### src/rtl/sha256_msg_schedule.sv
// sha256_msg_schedule: SHA-256 message schedule and round sequencer for the compression core.
// Optional SCHED_PIPE_EN registers the round outputs and delays block_done by one cycle.
module sha256_msg_schedule #(
    parameter int ROUNDS = 64,
    parameter int WORD_W = 32
) (
    input  logic              clk,
    input  logic              reset,
    input  logic              block_valid,
    output logic              block_ready,
    input  logic [511:0]      block_data,
    output logic [WORD_W-1:0] w_t,
    output logic [WORD_W-1:0] k_t,
    output logic [5:0]        t_idx,
    output logic              round_init,
    output logic              hold_h,
    output logic              last_round,
    output logic              block_done
);
    typedef enum logic [1:0] {IDLE, ROUND, DONE} state_t;
    localparam logic [WORD_W-1:0] K [64] = '{
        32'h428a2f98, 32'h71374491, 32'hb5c0fbcf, 32'he9b5dba5, 32'h3956c25b, 32'h59f111f1, 32'h923f82a4, 32'hab1c5ed5,
        32'hd807aa98, 32'h12835b01, 32'h243185be, 32'h550c7dc3, 32'h72be5d74, 32'h80deb1fe, 32'h9bdc06a7, 32'hc19bf174,
        32'he49b69c1, 32'hefbe4786, 32'h0fc19dc6, 32'h240ca1cc, 32'h2de92c6f, 32'h4a7484aa, 32'h5cb0a9dc, 32'h76f988da,
        32'h983e5152, 32'ha831c66d, 32'hb00327c8, 32'hbf597fc7, 32'hc6e00bf3, 32'hd5a79147, 32'h06ca6351, 32'h14292967,
        32'h27b70a85, 32'h2e1b2138, 32'h4d2c6dfc, 32'h53380d13, 32'h650a7354, 32'h766a0abb, 32'h81c2c92e, 32'h92722c85,
        32'ha2bfe8a1, 32'ha81a664b, 32'hc24b8b70, 32'hc76c51a3, 32'hd192e819, 32'hd6990624, 32'hf40e3585, 32'h106aa070,
        32'h19a4c116, 32'h1e376c08, 32'h2748774c, 32'h34b0bcb5, 32'h391c0cb3, 32'h4ed8aa4a, 32'h5b9cca4f, 32'h682e6ff3,
        32'h748f82ee, 32'h78a5636f, 32'h84c87814, 32'h8cc70208, 32'h90befffa, 32'ha4506ceb, 32'hbef9a3f7, 32'hc67178f2
    };

    function automatic logic [WORD_W-1:0] rotr(input logic [WORD_W-1:0] x, input int n);
        return (x >> n) | (x << (WORD_W - n));
    endfunction

    state_t            state;
    logic [5:0]        t;
    logic [WORD_W-1:0] win [16];
    logic [WORD_W-1:0] s0, s1, w_next, w_c, k_c;
    logic [5:0]        t_c;
    logic              in_round, in_done, init_c, hold_c, last_c;

    // win[0] is W_t; the word shifted in at win[15] is W_(t+16)
    assign s0       = rotr(win[1], 7) ^ rotr(win[1], 18) ^ (win[1] >> 3);
    assign s1       = rotr(win[14], 17) ^ rotr(win[14], 19) ^ (win[14] >> 10);
    assign w_next   = s1 + win[9] + s0 + win[0];
    assign in_round = state == ROUND;
    assign in_done  = state == DONE;

    always_comb begin
        w_c    = in_round ? win[0] : '0;
        k_c    = in_round ? K[t] : '0;
        t_c    = in_round ? t : '0;
        init_c = in_round && t == 6'd0;
        hold_c = (in_round && t != 6'd0) || in_done;
        last_c = in_round && t == 6'(ROUNDS - 1);
    end

    always_ff @(posedge clk) begin
        if (reset) begin
            state <= IDLE;
            t     <= '0;
        end else if (state == IDLE && block_valid && block_ready) begin
            state <= ROUND;
            t     <= '0;
            for (int i = 0; i < 16; i++) win[i] <= block_data[511-32*i -: 32];
        end else if (in_round) begin
            for (int i = 0; i < 15; i++) win[i] <= win[i+1];
            win[15] <= w_next;
            t       <= t + 6'd1;
            state   <= t == 6'(ROUNDS - 1) ? DONE : ROUND;
        end else if (in_done) begin
            state <= IDLE;
        end
    end

`ifdef SCHED_PIPE_EN
    always_ff @(posedge clk) begin
        if (reset) begin
            w_t        <= '0;
            k_t        <= '0;
            t_idx      <= '0;
            round_init <= 1'b0;
            hold_h     <= 1'b0;
            last_round <= 1'b0;
            block_done <= 1'b0;
        end else begin
            w_t        <= w_c;
            k_t        <= k_c;
            t_idx      <= t_c;
            round_init <= init_c;
            hold_h     <= hold_c;
            last_round <= last_c;
            block_done <= in_done;
        end
    end
    // the delayed done pulse must drain before the next block is taken
    assign block_ready = state == IDLE && !block_done && !reset;
`else
    assign w_t         = w_c;
    assign k_t         = k_c;
    assign t_idx       = t_c;
    assign round_init  = init_c;
    assign hold_h      = hold_c;
    assign last_round  = last_c;
    assign block_done  = in_done;
    assign block_ready = state == IDLE && !reset;
`endif
endmodule

### config.mk
export PLATFORM = sky130hd
export DESIGN_NAME = sha256_msg_schedule
export DESIGN_NICKNAME = d
export VERILOG_FILES = /design/src/rtl/sha256_msg_schedule.sv
export SDC_FILE = /design/constraint.sdc
export NUM_CORES = 1
export LEC_CHECK = 0
export BUFFER_PORTS_ARGS = -buffer_cell sky130_fd_sc_hd__buf_2
export CAP_MARGIN = 20
export CORE_MARGIN = 10
export CORE_UTILIZATION = 40
export DETAILED_ROUTE_END_ITERATION = 10
export MAX_ROUTING_LAYER = met4
export SETUP_SLACK_MARGIN = 0.02
export SYNTH_ARGS = -nofsm -noshare
export SYNTH_HDL_FRONTEND = slang
export SYNTH_SLANG_ARGS = --single-unit
### constraint.sdc
create_clock -name clk -period 20.2 [get_ports clk]
set_input_delay 1.01 -clock clk [delete_from_list [all_inputs] [get_ports clk]]
set_output_delay 1.01 -clock clk [all_outputs]
set_load 0.02 [all_outputs]
## Word level (Yosys, flattened, before mapping)

Memory sizes are Yosys's and may differ from the RTL's.
Index checks and enable logic that the tools add are counted.

| storage, ports and cells | value |
|---|---|
| register bits after elaboration | 8 |
| RAM bits | 512 |
| ROM bits | 2048 |
| logic and storage cells | 84 |
| memories kept | 2 |

| cells by class | value |
|---|---|
| $add $sub $neg | 4 |
| $lt $le $gt $ge | 1 |
| equal/unequal tests | 3 |
| mux-type cells | 32 |
| bitwise operators | 25 |
| reduce and logical (&&, ||, !) cells | 14 |

Memories:

| memory | words | width | rd ports | clocked after Yosys merged registers in | wr ports | RTL line | source |
|---|---|---|---|---|---|---|---|
| (no name shown) | 64 | 32 | 1 | 0 | 0 | 52 | `k_c = in_round ? K[t] : '0;` |
| win | 16 | 32 | 16 | 0 | 16 | 38 | `logic [WORD_W-1:0] win [16];` |

Operator list:

| cell | number |
|---|---|
| 32-bit 2-to-1 mux | 20 |
| 32-bit adder | 3 |
| 32-bit bitwise XOR | 2 |
| 13-bit by 32-bit OR with 32-bit output | 1 |
| 14-bit by 32-bit OR with 32-bit output | 1 |
| 15-bit by 32-bit OR with 32-bit output | 1 |
| 25-bit by 32-bit OR with 32-bit output | 1 |
| 32-bit by 22-bit bitwise XOR with 32-bit output | 1 |
| 32-bit by 29-bit bitwise XOR with 32-bit output | 1 |
| 1-bit OR | 16 |
| 1-bit 2-to-1 mux | 8 |
| 7-bit greater-or-equal comparator, second input constant | 1 |
| 6-bit inverter with 7-bit output | 1 |
| 6-bit by 1-bit adder with 6-bit output, second input constant | 1 |
| 6-bit == test, second input constant | 1 |
| 1-bit logical AND | 6 |
| 6-bit zero test | 1 |
| 2-bit 2-to-1 mux | 3 |
| 6-bit 2-to-1 mux | 1 |
| 6-bit nonzero test | 1 |
| 3-bit nonzero test | 1 |
| 2-bit by 1-bit == test with 1-bit output, second input constant | 1 |
| 2-bit == test, second input constant | 1 |
| 2-bit zero test | 1 |
| other kinds (4) | 4 |

## Longest topological paths before layout

Gate-level depths: netlist of run 1.
An unclocked memory read counts as a cell.

| depth | value |
|---|---|
| word-level depth | 8 |
| gate-level depth with buffers | 15 |
| gate-level depth less buffers | 15 |

## Worst setup path after synthesis of run 1

Ideal clock, no wire load.

| timing path | value |
|---|---|
| kind | input port to flip-flop |
| start | in reset |
| end | mem win[0][0] (enable) |
| setup time | 972 ps |
| data arrival time | 14114 ps |
| setup slack | 5115 ps |
| stages | 5 |
| buffers on the path | 3 |
| cell sequence | nor2b_1 clkbuf_1 clkbuf_1 clkbuf_1 nand2b_1 |

RTL lines:

| what | RTL line | source |
|---|---|---|
| from (decl) | 8 | `input logic reset,` |
| to (decl) | 38 |  |

## Worst setup path after layout of run 1

| timing path | value |
|---|---|
| start | reg t[2] |
| end | out k_t[1] |

| on the way | value |
|---|---|
| longest elaborated chain between the ends | 5 |

RTL lines:

| what | RTL line | source |
|---|---|---|
| from (decl) | 37 | `logic [5:0] t;` |
| from (signal assigned) | 70 | `t <= t + 6'd1;` |
| 6-bit inverter with 7-bit output (not written as such) | 52 |  |
| memory read 64 x 32 bit | -- |  |
| 32-bit 2-to-1 mux (not written as such) (2 in series) | 52 |  |
| 32-bit 2-to-1 mux | 52 |  |
| to (decl) | 13 | `output logic [WORD_W-1:0] k_t,` |

Every way passes these cells. The select of a mux whose other input is x is not followed.

==> flow_metrics.py, run 1 <==
metrics = {
    "synth": {
        "synth_top_area_share": 0.5105,
        "ys.flop_type": "edfxtp_1",
        "synth.top_cells.by_area": "edfxtp_1, mux2_2, nand2_1, fa_1, xnor2_1",
        "yosys-top-cells-count": "nand2_1, edfxtp_1, mux2_2, inv_1, a21oi_1",
        "synth_seq_cells": 520,
        "ys_seq_area_frac": 0.5158,
        "yosysMostFrequentCell": "nand2_1",
        "synth_enable_flop_cells": 512,
        "synth_async_sr_flop_share": 0,
        "synth_largest_area_cell": "edfxtp_1",
        "ys.warnings.count": 0,
        "synth_cells": 2731,
        "syn_avg_cell_area_sq_um": 11.03,
        "syn_nets": 3361,
        "synth_cell_type_count": 77,
        "netlist_area_sq_um": 30120,
    },
    "floorplanning": {
        "die-area_sq_um": 86670,
        "fp.coreArea_sq_um": 74570,
        "start_util": 0.4039,
        "die_width_microns": 294.4,
        "placementRows": 100,
        "die_h_microns": 294.4,
        "ios": 590,
    },
    "timing": {
        "worst_slew_margin_rel": 0.2643,
        "slew_violations": 0,
        "skew_ns": 0.02992,
        "fin_setup_tns_ns": 0,
        "rsz0062_at_grt": "no",
        "fmaxAchievable_mhz": 200.9,
        "fin_crit_sh": 0.2464,
        "worstMarginPinSlew_ns": 1.103,
        "hold_violations": 0,
        "period_minus_slack_ns": 4.977,
        "finalSetupViolations": 0,
        "setup_ws_ns": 15.22,
    },
    "clock_network": {
        "insertion_delay_ns": 0.64,
        "root_buffer": "clkbuf_16",
        "cts_hold_buf": 0,
        "clkSinkCount": 520,
        "numCtsBuffers": 60,
        "clkSlewWorstSetupHoldPaths_ns": 0.06,
        "cts_buffer_depth": 3,
        "cts_tree": "yes",
        "h-tree-depth": 2,
        "cts_setup_buffers": 0,
        "cts_resized": 0,
    },
    "worst_setup_path": {
        "startpoint_type": "flip-flop",
        "crit_chain": "buf_4, nand2_1, a31o_2, a32o_1, a21oi_1, o211a_1, buf_2",
        "r2r_setup_slack_ns": 15.35,
        "worstPathRequired_ns": 19.19,
        "crit_family": "compound AO/OA/AOI/OAI gates",
        "endpoint_kind": "output pin",
        "path_buf_inv": 2,
        "crit_path_max_incr_delay_ns": 0.90,
        "r2r_start": "state[1]",
        "worstPathMaxFanout": 77,
        "worstSetupPathType": "flip-flop to output pin",
        "cp_slowest_cell": "dfxtp_2",
        "cp_data_arrival_time_ns": 3.97,
        "r2r_cells": 8,
        "r2r_end": "win[0][235]",
    },
    "route": {
        "drt_first_pass_iters": 6,
        "wl_per_cell_microns": 25.66,
        "wl_microns": 109900,
        "routed_via_density": 5.400,
        "drc": 0,
        "drt_iter0_markers": 2573,
        "vias": 23120,
        "ant_nets": 0,
    },
    "run_status": {
        "status": "completed",
    },
    "final_layout": {
        "area_growth_pct": 18.94,
        "final_cells": 4282,
        "drive_gt1_frac": 0.3203,
        "final_area_sq_um": 35820,
        "layout.nets": 3875,
    },
    "pwr": {
        "total_power_mw": 4.597,
        "power.density_nw_per_um2": 128.3,
        "leakage_nw": 14.56,
        "vdd_drop_max_mv": 0.08927,
    },
    "global_routing": {
        "antenna_found_initial": 31,
        "first_global_vias": 22890,
        "grt-ovfl-total": 0,
        "grt_pass1_wl_microns": 154000,
        "grt_usage": 0.2486,
        "grt_max_degree": 166,
    },
    "placed_design": {
        "dp_hpwl_microns": 84060,
        "gp_congestion": 0.9774,
        "port_buffers": 589,
        "dp_slack_ns": 14.75,
        "dpl-instance-area_sq_um": 33860,
        "dp_cells": 4152,
    },
    "run": {
        "max_cap_violations": 0,
    },
    "worst_hold_path": {
        "holdPathEnd": "state[1]",
        "min-delay-start": "state[1]",
        "holdPathStages": 2,
        "min_path_type": "flip-flop to flip-flop",
    },
}
## power breakdown
part           internal, mW  switching, mW
combinational         0.750           1.28
sequential             1.41         0.0891
clock                 0.617          0.457
## flip-flops by register name (all words and copies together) (netlist names)
register  flops
t             6
win         512
state         2
## through the flow
step                  util  hold slack, ns
detailed placement  0.4540          0.4880
global placement    0.4540          0.4809
finish              0.4804          0.5060
floorplan                -          0.4663
CTS                 0.4795          0.5026
global route        0.4803          0.5237
## worst register-to-register path: stages (launching register included)
cell and delay (ns):
dfxtp_1 0.32, inv_1 0.10, ha_1 0.15, nor2b_1 0.30
nand2_4 0.43, nand2b_4 0.83, buf_4 0.73, buf_4 0.78
buf_4 0.80
## layout by cell type (no fill, tap or decap), drive strengths merged, types with 11 or more instances in the layout
cell type	n
a211oi	28
a21o	14
a21oi	125
a31oi	20
and2	45
and3	13
buf	617
clkbuf	72
clkinv	22
diode	25
edfxtp	512
fa	62
ha	53
inv	164
mux2	320
nand2	607
nand2b	20
nand3	28
nor2	114
nor2b	16
nor3	27
o211ai	25
o21a	14
o21ai	71
o22ai	11
o31ai	15
xnor2	118
xor2	18
## how the worst max path moves through the flow
stage / from / end / slack, ns / cells past startpoint
5_1_grt: state[0] / win[0][107] / 14.91 / 8
4_1_cts: state[1] / win[0][125] / 15.28 / 8
3_3_place_gp: reset / win[0][100] / 14.77 / 7
2_1_floorplan: reset / win[0][0] / 5.11 / 5
3_5_place_dp: reset / win[0][155] / 14.75 / 7
6_report: t[2] / k_t[1] / 15.22 / 7
## final cells by class
| class | instances | area, sq um |
|---|---|---|
| fill | 7060 | 38750 |
| sequential | 520 | 15540 |
| multi-input combinational | 1886 | 13340 |
| timing repair buffer | 617 | 3171 |
| clock buffer | 72 | 1568 |
| tap | 969 | 1212 |
| inverter | 160 | 600.6 |
| clock inverter | 33 | 332.8 |
| antenna | 25 | 62.56 |
## per-layer routing
layer  share of wire  track usage  up-vias
met5               0            -        -
met4           0.030      0.07666        0
met3           0.081      0.05410      162
met2            0.47       0.3897     1059
met1            0.42       0.3190    11210
li1                -            -    10700
## kinds of logic after synthesis
family | synth area share
AOI/OAI and AO/OA | 0.08812
xor gates and xnor gates | 0.03955
adders and majority gates | 0.06323
buffers and inverters | 0.04229
DFF | 0.5158
muxes | 0.1239
and+or+nand+nor | 0.1271
(Power assumes the default switching activity.)
==> run 2: changes to the inputs <==
==> constraint.sdc (replaced) <==
create_clock -name clk -period 4.2 [get_ports clk]
set_input_delay 0.21 -clock clk [delete_from_list [all_inputs] [get_ports clk]]
set_output_delay 0.21 -clock clk [all_outputs]
set_load 0.02 [all_outputs]
==> flow_metrics.py, run 2 (synthesis gave the netlist of run 1 again) <==
metrics = {
    "run_status": {
        "status": "completed",
    },
    "clock_network": {
        "root_buffer": "clkbuf_16",
        "numCtsBuffers": 60,
        "cts_tree": "yes",
        "clkSlewWorstSetupHoldPaths_ns": 0.06,
        "h-tree-depth": 2,
        "cts_buffer_depth": 3,
        "insertion_delay_ns": 0.64,
        "clkSinkCount": 520,
    },
    "timing": {
        "slew_violations": 0,
        "worstMarginPinSlew_ns": 0.8839,
        "finalSetupViolations": 0,
        "fin_crit_sh": 0.9804,
        "skew_ns": 0.02138,
        "fmaxAchievable_mhz": 242.8,
        "setup_ws_ns": 0.08220,
        "hold_violations": 0,
        "rsz0062_at_grt": "yes",
        "period_minus_slack_ns": 4.118,
        "worst_slew_margin_rel": 0.3955,
    },
    "final_layout": {
        "layout.nets": 4520,
        "post-route-util": 0.5678,
        "multi_input_area_sq_um": 13640,
        "top_register": "win",
        "final_area_sq_um": 42340,
        "ff_latch_area_sq_um": 15540,
        "largest_reg_flops": 512,
        "final_cells": 4933,
        "layout_common_cells": "nand2_1, buf_2, edfxtp_1",
        "final_common_cell": "nand2_1",
        "drive_gt1_frac": 0.3144,
        "n_fill_cell": 6226,
        "reg.largest.list": "win (512), t (6), state (2)",
        "area_growth_pct": 40.60,
    },
    "global_routing": {
        "antenna_found_initial": 26,
        "grt_max_degree": 123,
        "grt_pass1_wl_microns": 180900,
        "first_global_vias": 26850,
        "grt_usage": 0.2888,
        "grt-ovfl-total": 0,
    },
    "worst_setup_path": {
        "endpoint_kind": "flip-flop",
        "worstPathRequired_ns": 4.57,
        "worstSetupPathType": "flip-flop to flip-flop",
        "startpoint_type": "flip-flop",
        "cp_data_arrival_time_ns": 4.48,
        "worstPathMaxFanout": 8,
    },
    "route": {
        "wl_per_cell_microns": 25.70,
        "drt_iter0_markers": 2766,
        "routed_via_density": 5.356,
        "drc": 0,
        "vias": 26420,
        "wl_microns": 126800,
        "ant_nets": 0,
        "drt_first_pass_iters": 5,
    },
    "pwr": {
        "vdd_drop_max_mv": 0.3846,
        "leakage_nw": 17.48,
        "power.density_nw_per_um2": 579.5,
    },
    "floorplanning": {
        "start_util": 0.4039,
        "ios": 590,
        "die_width_microns": 294.4,
        "placementRows": 100,
        "fp.coreArea_sq_um": 74570,
        "die-area_sq_um": 86670,
        "die_h_microns": 294.4,
    },
    "run": {
        "max_cap_violations": 0,
    },
    "placed_design": {
        "port_buffers": 589,
        "dp_cells": 4276,
        "dp_hpwl_microns": 91850,
        "gp_congestion": 0.9584,
        "dpl-instance-area_sq_um": 34940,
        "dp_slack_ns": -0.08002,
    },
    "worst_hold_path": {
        "min_path_type": "input pin to flip-flop",
    },
}
[run 2: worst max-delay path, cell delays in order (launching register included)]
cell,delay (ns)
edfxtp_1,0.54
xnor2_2,0.20
xnor2_1,0.16
fa_1,0.53
inv_1,0.07
fa_1,0.49
inv_1,0.07
ha_4,0.33
nand2_2,0.10
a2111oi_4,0.39
o31ai_4,0.19
a21oi_2,0.26
buf_4,0.15
a2111oi_2,0.05
a311o_1,0.33
[run 2: metal layers]
| metal | track usage | wire, microns |
|---|---|---|
| met2 | 0.4722 | 62100 |
| met3 | 0.03807 | 8239 |
| met5 | - | 0 |
| met1 | 0.3691 | 52280 |
| met4 | 0.09197 | 4142 |
[run 2: timing repair]
item                                   CTS  global route
gates resized for setup                  2            52
buffers inserted                         2            20
endpoints found under the hold margin  498             1
setup endpoints to repair                2            15
hold buffers                           498             1
pin swaps                                0             9
[run 2: through the flow]
stage | power (mW) | TNS (ns) | hold slack, ns
floorplan | 13.91 | -455.74 | 0.2791
global placement | 18.41 | -0.06939 | 0.4687
detailed placement | 18.31 | -0.08002 | 0.4710
CTS | 23.90 | 0 | 0.002957
global route | 25.81 | -0.01691 | 0.01196
finish | 24.54 | 0 | 0.04328
[run 2: path summary, 6_finish.rpt]
path,start,cells after the start,slack (ns),to
setup reg to reg,win[0][469],14,0.08,win[0][511]
hold / removal,block_data[56],3,0.04,win[0][472]
setup / recovery,win[0][469],14,0.08,win[0][511]
hold reg to reg,state[1],2,0.50,state[1]
[run 2: final cells by class]
class / instances / share of cell area
diodes: 23 / 0.001359
clock buffers: 75 / 0.03729
clock inverters: 38 / 0.007180
inverters: 160 / 0.01418
multi-input cells: 1886 / 0.3221
flip-flops and latches: 520 / 0.3670
well taps: 969 / 0.02863
repair buffers: 1262 / 0.2222
[run 2: power by group]
| group | total, mW | switching (mW) | internal [mW] |
|---|---|---|---|
| sequential | 7.14 | 0.374 | 6.76 |
| clock | 5.12 | 2.27 | 2.85 |
| combinational | 12.3 | 7.04 | 5.24 |
